File: config.mk
export PLATFORM = sky130hd
export DESIGN_NAME = lcd_timing_gen
export DESIGN_NICKNAME = d
export VERILOG_FILES = /design/src/rtl/lcd_timing_pkg.sv /design/src/rtl/video_pix_fifo.sv /design/src/rtl/lcd_timing_gen.sv
export SDC_FILE = /design/constraint.sdc
export NUM_CORES = 1
export LEC_CHECK = 0
export BUFFER_PORTS_ARGS = -buffer_cell sky130_fd_sc_hd__buf_4
export CORE_MARGIN = 10
export CORE_UTILIZATION = 66
export DETAILED_ROUTE_END_ITERATION = 8
export PLACE_DENSITY = 0.8
export SYNTH_ARGS = -nofsm -noshare
export SYNTH_HDL_FRONTEND = slang
export SYNTH_SLANG_ARGS = --single-unit
File: constraint.sdc
create_clock -name clk_clk -period 9.2 [get_ports clk_clk]
set_clock_uncertainty 0.2 [all_clocks]
set_input_delay 1.84 -clock clk_clk [delete_from_list [all_inputs] [get_ports clk_clk]]
set_output_delay 1.84 -clock clk_clk [all_outputs]
set_load 0.01 [all_outputs]
File: src/rtl/lcd_timing_pkg.sv
// Shared types and default panel timing for the LCD video conduit driver.
package lcd_timing_pkg;

  localparam int unsigned DEF_H_ACTIVE   = 800;
  localparam int unsigned DEF_H_FRONT    = 210;
  localparam int unsigned DEF_H_SYNC     = 1;
  localparam int unsigned DEF_H_BACK     = 45;
  localparam int unsigned DEF_H_TOTAL    = DEF_H_ACTIVE + DEF_H_FRONT + DEF_H_SYNC + DEF_H_BACK;

  localparam int unsigned DEF_V_ACTIVE   = 480;
  localparam int unsigned DEF_V_FRONT    = 22;
  localparam int unsigned DEF_V_SYNC     = 1;
  localparam int unsigned DEF_V_BACK     = 22;
  localparam int unsigned DEF_V_TOTAL    = DEF_V_ACTIVE + DEF_V_FRONT + DEF_V_SYNC + DEF_V_BACK;

  localparam int unsigned DEF_FIFO_DEPTH = 16;
  localparam int unsigned PIX_W          = 24;

  typedef enum logic [1:0] {IDLE, ALIGN, RUN} lcd_state_e;

  typedef logic [PIX_W-1:0] pixel_t;

  typedef struct packed {
    logic   sof;
    pixel_t pixel;
  } fifo_entry_t;

endpackage

File: src/rtl/video_pix_fifo.sv
// First-word-fall-through pixel FIFO; a pop frees a slot for a same-cycle push when full.
module video_pix_fifo
  import lcd_timing_pkg::*;
#(
  parameter int unsigned DEPTH = DEF_FIFO_DEPTH
) (
  input  logic                     clk,
  input  logic                     rst_n,
  input  logic                     push,
  input  fifo_entry_t              wdata,
  input  logic                     pop,
  output fifo_entry_t              rdata_c,
  output logic                     full_c,
  output logic                     empty_c,
  output logic [$clog2(DEPTH):0]   count
);

  localparam int unsigned AW = $clog2(DEPTH);
  localparam int unsigned CW = AW + 1;

  fifo_entry_t   mem [DEPTH];
  logic [AW-1:0] rd_ptr;
  logic [AW-1:0] wr_ptr;
  logic          do_pop;
  logic          do_push;

  assign empty_c = (count == '0);
  assign full_c  = (count == CW'(DEPTH));
  assign do_pop  = pop && !empty_c;
  assign do_push = push && (!full_c || do_pop);
  assign rdata_c = mem[rd_ptr];

  always_ff @(posedge clk) begin
    if (!rst_n) begin
      rd_ptr <= '0;
      wr_ptr <= '0;
      count  <= '0;
    end else begin
      if (do_push) wr_ptr <= wr_ptr + AW'(1);
      if (do_pop)  rd_ptr <= rd_ptr + AW'(1);
      count <= count + CW'(do_push) - CW'(do_pop);
    end
  end

  // Storage needs no reset: occupancy is tracked by count.
  always_ff @(posedge clk) begin
    if (do_push) mem[wr_ptr] <= wdata;
  end

endmodule

File: src/rtl/lcd_timing_gen.sv
// DE-mode LCD timing generator fed by a buffered RGB888 stream, frame-aligned on start-of-frame.
module lcd_timing_gen
  import lcd_timing_pkg::*;
#(
  parameter int unsigned H_ACTIVE   = DEF_H_ACTIVE,
  parameter int unsigned H_FRONT    = DEF_H_FRONT,
  parameter int unsigned H_SYNC     = DEF_H_SYNC,
  parameter int unsigned H_BACK     = DEF_H_BACK,
  parameter int unsigned V_ACTIVE   = DEF_V_ACTIVE,
  parameter int unsigned V_FRONT    = DEF_V_FRONT,
  parameter int unsigned V_SYNC     = DEF_V_SYNC,
  parameter int unsigned V_BACK     = DEF_V_BACK,
  parameter int unsigned FIFO_DEPTH = DEF_FIFO_DEPTH
) (
  input  logic             clk_clk,
  input  logic             reset_reset_n,
  input  logic             enable,
  input  logic [PIX_W-1:0] pix_data,
  input  logic             pix_sof,
  input  logic             pix_valid,
  output logic             pix_ready,
  output logic [PIX_W-1:0] video_RGB_OUT,
  output logic             video_HD,
  output logic             video_VD,
  output logic             video_DEN,
  output logic             frame_start,
  output logic             underflow
);

  localparam int unsigned H_TOTAL     = H_ACTIVE + H_FRONT + H_SYNC + H_BACK;
  localparam int unsigned V_TOTAL     = V_ACTIVE + V_FRONT + V_SYNC + V_BACK;
  localparam int unsigned HW          = $clog2(H_TOTAL);
  localparam int unsigned VW          = $clog2(V_TOTAL);
  localparam int unsigned CW          = $clog2(FIFO_DEPTH) + 1;
  localparam int unsigned H_ACT_START = H_SYNC + H_BACK;
  localparam int unsigned H_ACT_END   = H_ACT_START + H_ACTIVE;
  localparam int unsigned V_ACT_START = V_SYNC + V_BACK;
  localparam int unsigned V_ACT_END   = V_ACT_START + V_ACTIVE;

  lcd_state_e    state_q, state_d;
  logic [HW-1:0] h_cnt, h_d;
  logic [VW-1:0] v_cnt, v_d;
  logic          resync_q, resync_d;
  logic          hd_d, vd_d, den_d, fs_d, uf_d, ready_d;
  pixel_t        rgb_d;

  logic          running, in_active, frame_end, first_px;
  logic          fifo_push, fifo_pop, push_acc;
  logic [CW-1:0] cnt_d;

  fifo_entry_t   fifo_rdata_c;
  logic          fifo_full_c, fifo_empty_c;
  logic [CW-1:0] fifo_count;

  video_pix_fifo #(.DEPTH(FIFO_DEPTH)) u_fifo (
    .clk     (clk_clk),
    .rst_n   (reset_reset_n),
    .push    (fifo_push),
    .wdata   ({pix_sof, pix_data}),
    .pop     (fifo_pop),
    .rdata_c (fifo_rdata_c),
    .full_c  (fifo_full_c),
    .empty_c (fifo_empty_c),
    .count   (fifo_count)
  );

  assign running   = (state_q != IDLE);
  assign in_active = (h_cnt >= HW'(H_ACT_START)) && (h_cnt < HW'(H_ACT_END)) &&
                     (v_cnt >= VW'(V_ACT_START)) && (v_cnt < VW'(V_ACT_END));
  assign frame_end = (h_cnt == HW'(H_TOTAL - 1)) && (v_cnt == VW'(V_TOTAL - 1));
  assign first_px  = (h_cnt == HW'(H_ACT_START)) && (v_cnt == VW'(V_ACT_START));

  always_comb begin
    state_d   = state_q;
    h_d       = h_cnt;
    v_d       = v_cnt;
    resync_d  = resync_q;
    uf_d      = underflow;
    hd_d      = 1'b1;
    vd_d      = 1'b1;
    den_d     = 1'b0;
    rgb_d     = '0;
    fifo_pop  = 1'b0;
    fifo_push = 1'b0;

    if (running) begin
      hd_d = (h_cnt >= HW'(H_SYNC));
      vd_d = (v_cnt >= VW'(V_SYNC));
      if (frame_end) begin
        h_d = '0;
        v_d = '0;
      end else if (h_cnt == HW'(H_TOTAL - 1)) begin
        h_d = '0;
        v_d = v_cnt + VW'(1);
      end else begin
        h_d = h_cnt + HW'(1);
      end
    end

    // RUN consumes one pixel per DEN cycle; other states flush non-sof heads.
    if (state_q == RUN && in_active) begin
      den_d = 1'b1;
      if (!fifo_empty_c) begin
        fifo_pop = 1'b1;
        rgb_d    = fifo_rdata_c.pixel;
        if (fifo_rdata_c.sof && !first_px) begin
          uf_d     = 1'b1;
          resync_d = 1'b1;
        end
      end else begin
        uf_d = 1'b1;
      end
    end else if (state_q != RUN && !fifo_empty_c && !fifo_rdata_c.sof) begin
      fifo_pop = 1'b1;
    end

    fifo_push = pix_valid && pix_ready && (state_q != IDLE || pix_sof);

    unique case (state_q)
      IDLE: begin
        if (enable) begin
          state_d  = ALIGN;
          uf_d     = 1'b0;
          resync_d = 1'b0;
        end
      end
      ALIGN: begin
        if (frame_end) begin
          if (!enable)                                   state_d = IDLE;
          else if (!fifo_empty_c && fifo_rdata_c.sof)    state_d = RUN;
        end
      end
      RUN: begin
        if (frame_end) begin
          if (!enable) begin
            state_d = IDLE;
          end else if (resync_q) begin
            state_d  = ALIGN;
            resync_d = 1'b0;
          end
        end
      end
      default: state_d = IDLE;
    endcase

    // frame_start marks the cycle the counters sit at the origin, one ahead of the decoded outputs.
    fs_d     = (state_d != IDLE) && (h_d == '0) && (v_d == '0);
    push_acc = fifo_push && (!fifo_full_c || fifo_pop);
    cnt_d    = fifo_count + CW'(push_acc) - CW'(fifo_pop);
    ready_d  = (state_d == IDLE) || (cnt_d != CW'(FIFO_DEPTH));
  end

  always_ff @(posedge clk_clk) begin
    if (!reset_reset_n) begin
      state_q       <= IDLE;
      h_cnt         <= '0;
      v_cnt         <= '0;
      resync_q      <= 1'b0;
      video_HD      <= 1'b1;
      video_VD      <= 1'b1;
      video_DEN     <= 1'b0;
      video_RGB_OUT <= '0;
      frame_start   <= 1'b0;
      underflow     <= 1'b0;
      pix_ready     <= 1'b0;
    end else begin
      state_q       <= state_d;
      h_cnt         <= h_d;
      v_cnt         <= v_d;
      resync_q      <= resync_d;
      video_HD      <= hd_d;
      video_VD      <= vd_d;
      video_DEN     <= den_d;
      video_RGB_OUT <= rgb_d;
      frame_start   <= fs_d;
      underflow     <= uf_d;
      pix_ready     <= ready_d;
    end
  end

endmodule

==> metrics.md <==
| Metric | Value |
|---|---|
| Outcome | `complete, no violations` |
| WS Path Type | `reg2reg` |
| Clock tree buffer depth | `3` |
| Arrival @ worst endpoint | `5.02 ns` |
| DRT iter0 DRCs | `977` |
| Crit. End Element | `flop` |
| Drt drc | `0` |
| H-tree levels | `2` |
| Ports | `59` |
| Hold Crit Depth | `2` |
| Top post-synthesis cells by area | `edfxtp_1, mux4_2, dfxtp_1, ha_1, and3_1` |
| Min-Delay Path Class | `reg2reg` |
| R2R cell count | `16` |
| Slowest cell on crit path | `buf_4` |
| Hold path startpoint | `u_fifo.rd_ptr[3]` |
| Gpl congestion | `0.819` |
| Vias | `9442` |
| Final hold vios | `0` |
| Antenna Nets Post-Route | `0` |
| HPWL Detailed | `20.4 mm` |
| RSZ-0062 raised after global routing | `false` |
| Vias per Instance | `about 6.5` |
| Final min period | `4.79 ns` |
| Critical path, cell by cell | `buf_4 > mux4_2 > o22ai_1 > a21oi_1 > nor2_1 > ha_1 > inv_1 > ha_1 > inv_1 > fa_1 > inv_1 > a21oi_1 > o21bai_1 > xnor2_1 > nor4_1 > nor2_1` |
| Clock Pin Slew Worst Setup and Hold Paths | `0.07 ns` |
| Peak Freq | `209 MHz` |
| Seq/Total Area, Yosys | `0.721` |
| Post-synth top area share | `0.645` |
| CTS Buf Count | `45` |
| Vias in the first global route | `between 9000 and 10000` |
| Share of flip-flops with an asynchronous set or reset | `0` |
| VDD IR max | `between 0.15 and 0.2 mV` |
| Mapped Cells | `991` |
| WP data required | `between 9 and 10 ns` |
| Share of layout cells above drive strength 1 | `0.268` |
| EDFF count, synth | `400` |
| Critical path launch point type | `flop` |
| Root Driver | `clkbuf_16` |
| First-pass GRT wire length | `59.1 mm` |
| Setup TNS | `0 ns` |
| Die height | `roughly 190 µm` |
| YS warnings | `0` |
| Initial Util | `0.671` |
| Worst-skew pair later-pin latency | `0.55 ns` |
| Port Buffers | `58` |
| CP Buf/Inv Count | `4` |
| Max cap viols | `0` |
| PwrDens | `242 nW/µm²` |
| Setup-failing EPs final | `0` |
| Initial DRT Pass Iterations | `5` |
| Synth Flop Type | `edfxtp_1` |
| CTS tree | `done` |
| Pwr Total | `between 5 and 6 mW` |
| Tightest Pin Transition | `between 1 and 1.5 ns` |
| Wire length per cell | `about 26 µm` |
| Total die area | `35300 µm²` |
| Most frequent cells in the layout | `edfxtp_1, mux4_2, dfxtp_1, buf_4, clkbuf_16` |
| Post_cts resized | `0` |
| Reg-to-reg slack, setup | `4.41 ns` |
| Synth Cell Area | `around 19000 µm²` |
| Largest net degree at the start of global routing | `60` |
| Unique cell type count in the Yosys netlist | `59` |
| Crit path max-delay family | `buffers and inverters` |
| Row count | `61` |
| Die Width | `188 µm` |
| Nets | `1098` |
| Avg Inst Size Synth | `around 19 µm²` |
| Clock Sinks | `approximately 470` |
| GRT Total Usage | `0.218` |
| Synth Register Bits | `471` |
| Core Region | `27800 µm²` |
| Antenna violations before repair | `1` |
| Commonest non-fill, non-tap cell in the layout | `edfxtp_1` |
| Count of pins over their slew limit | `0` |
| Crit path top cell by count | `inv_1` |
| Mapped Nets | `1043` |
| Most area-hungry cell type in the Yosys netlist | `edfxtp_1` |
| Critical Path Fanout Max | `59` |
| Area Growth Syn to Fin | `12.3%` |
| GRT overflow | `0` |
| Period utilization | `0.520` |
| Lkg Pwr | `6.90 nW` |
| Max_slew headroom | `0.171` |
| Total wire length | `38.2 mm` |
| Worst reg2reg endpoint | `pix_ready` |
| Hold_buf cts | `0` |
| CP max stage delay | `0.81 ns` |
| Number of setup buffers added after CTS | `0` |
[cells in the mapped netlist, types with 2 or more instances]
| library cell | count |
|---|---|
| xnor2_1 | 9 |
| nor2_1 | 36 |
| and3_1 | 38 |
| fa_1 | 2 |
| inv_1 | 26 |
| a21oi_1 | 21 |
| nand2b_1 | 6 |
| mux4_2 | 123 |
| a41oi_1 | 2 |
| a31oi_1 | 5 |
| buf_1 | 21 |
| o21bai_1 | 2 |
| or3_1 | 4 |
| nor2b_1 | 5 |
| or2_2 | 2 |
| or4_1 | 4 |
| ha_1 | 21 |
| nand3_1 | 13 |
| edfxtp_1 | 400 |
| or4b_2 | 2 |
| nor3_1 | 18 |
| clkbuf_1 | 33 |
| mux2_2 | 3 |
| nor3b_1 | 3 |
| nand4_1 | 8 |
| a311oi_1 | 2 |
| o31a_1 | 2 |
| o21ai_0 | 7 |
| nor4_1 | 8 |
| a22o_1 | 2 |
| o211ai_1 | 4 |
| and2_1 | 7 |
| xor2_1 | 12 |
| mux2i_1 | 5 |
| a21o_1 | 7 |
| dfxtp_1 | 71 |
| or4_4 | 3 |
| nand2_1 | 32 |
| nand3b_1 | 2 |
[how the worst max path moves through the flow]
stage	start	endpoint	slack, ns	cells past startpoint
global route	flop	pix_ready	4.13	16
global placement	flop	pix_ready	4.52	16
finish	flop	pix_ready	4.41	16
detailed placement	flop	pix_ready	4.46	16
floorplan	pix_valid	u_fifo.mem[11][0]	4.40	3
CTS	flop	pix_ready	4.45	16
[worst register-to-register path, stage by stage (launching register included)]
cell,delay [ns]
dfxtp_4,0.76
buf_4,0.83
mux4_2,0.67
o22ai_1,0.28
a21oi_1,0.22
nor2_1,0.18
ha_1,0.24
inv_1,0.06
ha_1,0.17
inv_1,0.07
fa_1,0.41
inv_1,0.07
a21oi_1,0.06
o21bai_1,0.15
xnor2_1,0.09
nor4_1,0.17
nor2_1,0.06
[metal layers]
layer | global-route usage | vias to the layer above | part of all wire
met1 | 0.284 | 4858 | 0.40
met5 | 0 | - | 0
met4 | 0.0594 | 0 | 0.020
met2 | 0.368 | 412 | 0.51
met3 | 0.0458 | 62 | 0.067
li1 | - | 4110 | -
[metrics by stage]
stage	hold WS, ns	worst slack (ns)	cell area [µm²]	utilization	std cells
global placement	0.250	4.52	19400	0.699	1377
global route	0.307	4.13	20900	0.753	1458
CTS	0.277	4.45	20900	0.753	1458
floorplan	0.245	4.40	18600	-	991
finish	0.275	4.41	20900	0.753	1459
detailed placement	0.263	4.46	19400	0.699	1377
[logic make-up after synthesis]
family | synth area share
multiplexers | 0.155
adder cells (fa/ha/maj) | 0.0163
AND/OR/NAND/NOR | 0.0576
AO/OA/AOI/OAI | 0.0235
flip-flops | 0.721
buffers and inverters | 0.0172
XOR/XNOR | 0.00987
[where the power goes]
| part | internal [mW] | switching, mW | total, mW |
|---|---|---|---|
| combinational | 0.401 | 0.370 | 0.771 |
| sequential | 2.35 | 0.0688 | 2.42 |
| clock | 1.10 | 0.776 | 1.88 |
[final cells by class]
type / count / area [µm²]
Clock buffer: 57 / 1200
Clock inverter: 24 / 312
Timing Repair Buffer: 64 / 480
Multi-Input combinational cell: 437 / 4920
Fill cell: 1519 / 6850
Antenna cell: 1 / 2.50
Tap cell: 378 / 473
Inverter: 27 / 101
Sequential cell: 471 / 13400
[registers in the layout, indices dropped and copies added, names as in the netlist, named ones only]
signal / flops
video_DEN: 1
h_cnt: 11
resync_q: 1
u_fifo.mem: 400
v_cnt: 10
u_fifo.count: 5
u_fifo.wr_ptr: 4
video_VD: 1
pix_ready: 1
state_q: 2
video_RGB_OUT: 24
u_fifo.rd_ptr: 4
underflow: 1
frame_start: 1
video_HD: 1
(Power assumes the default switching activity.)
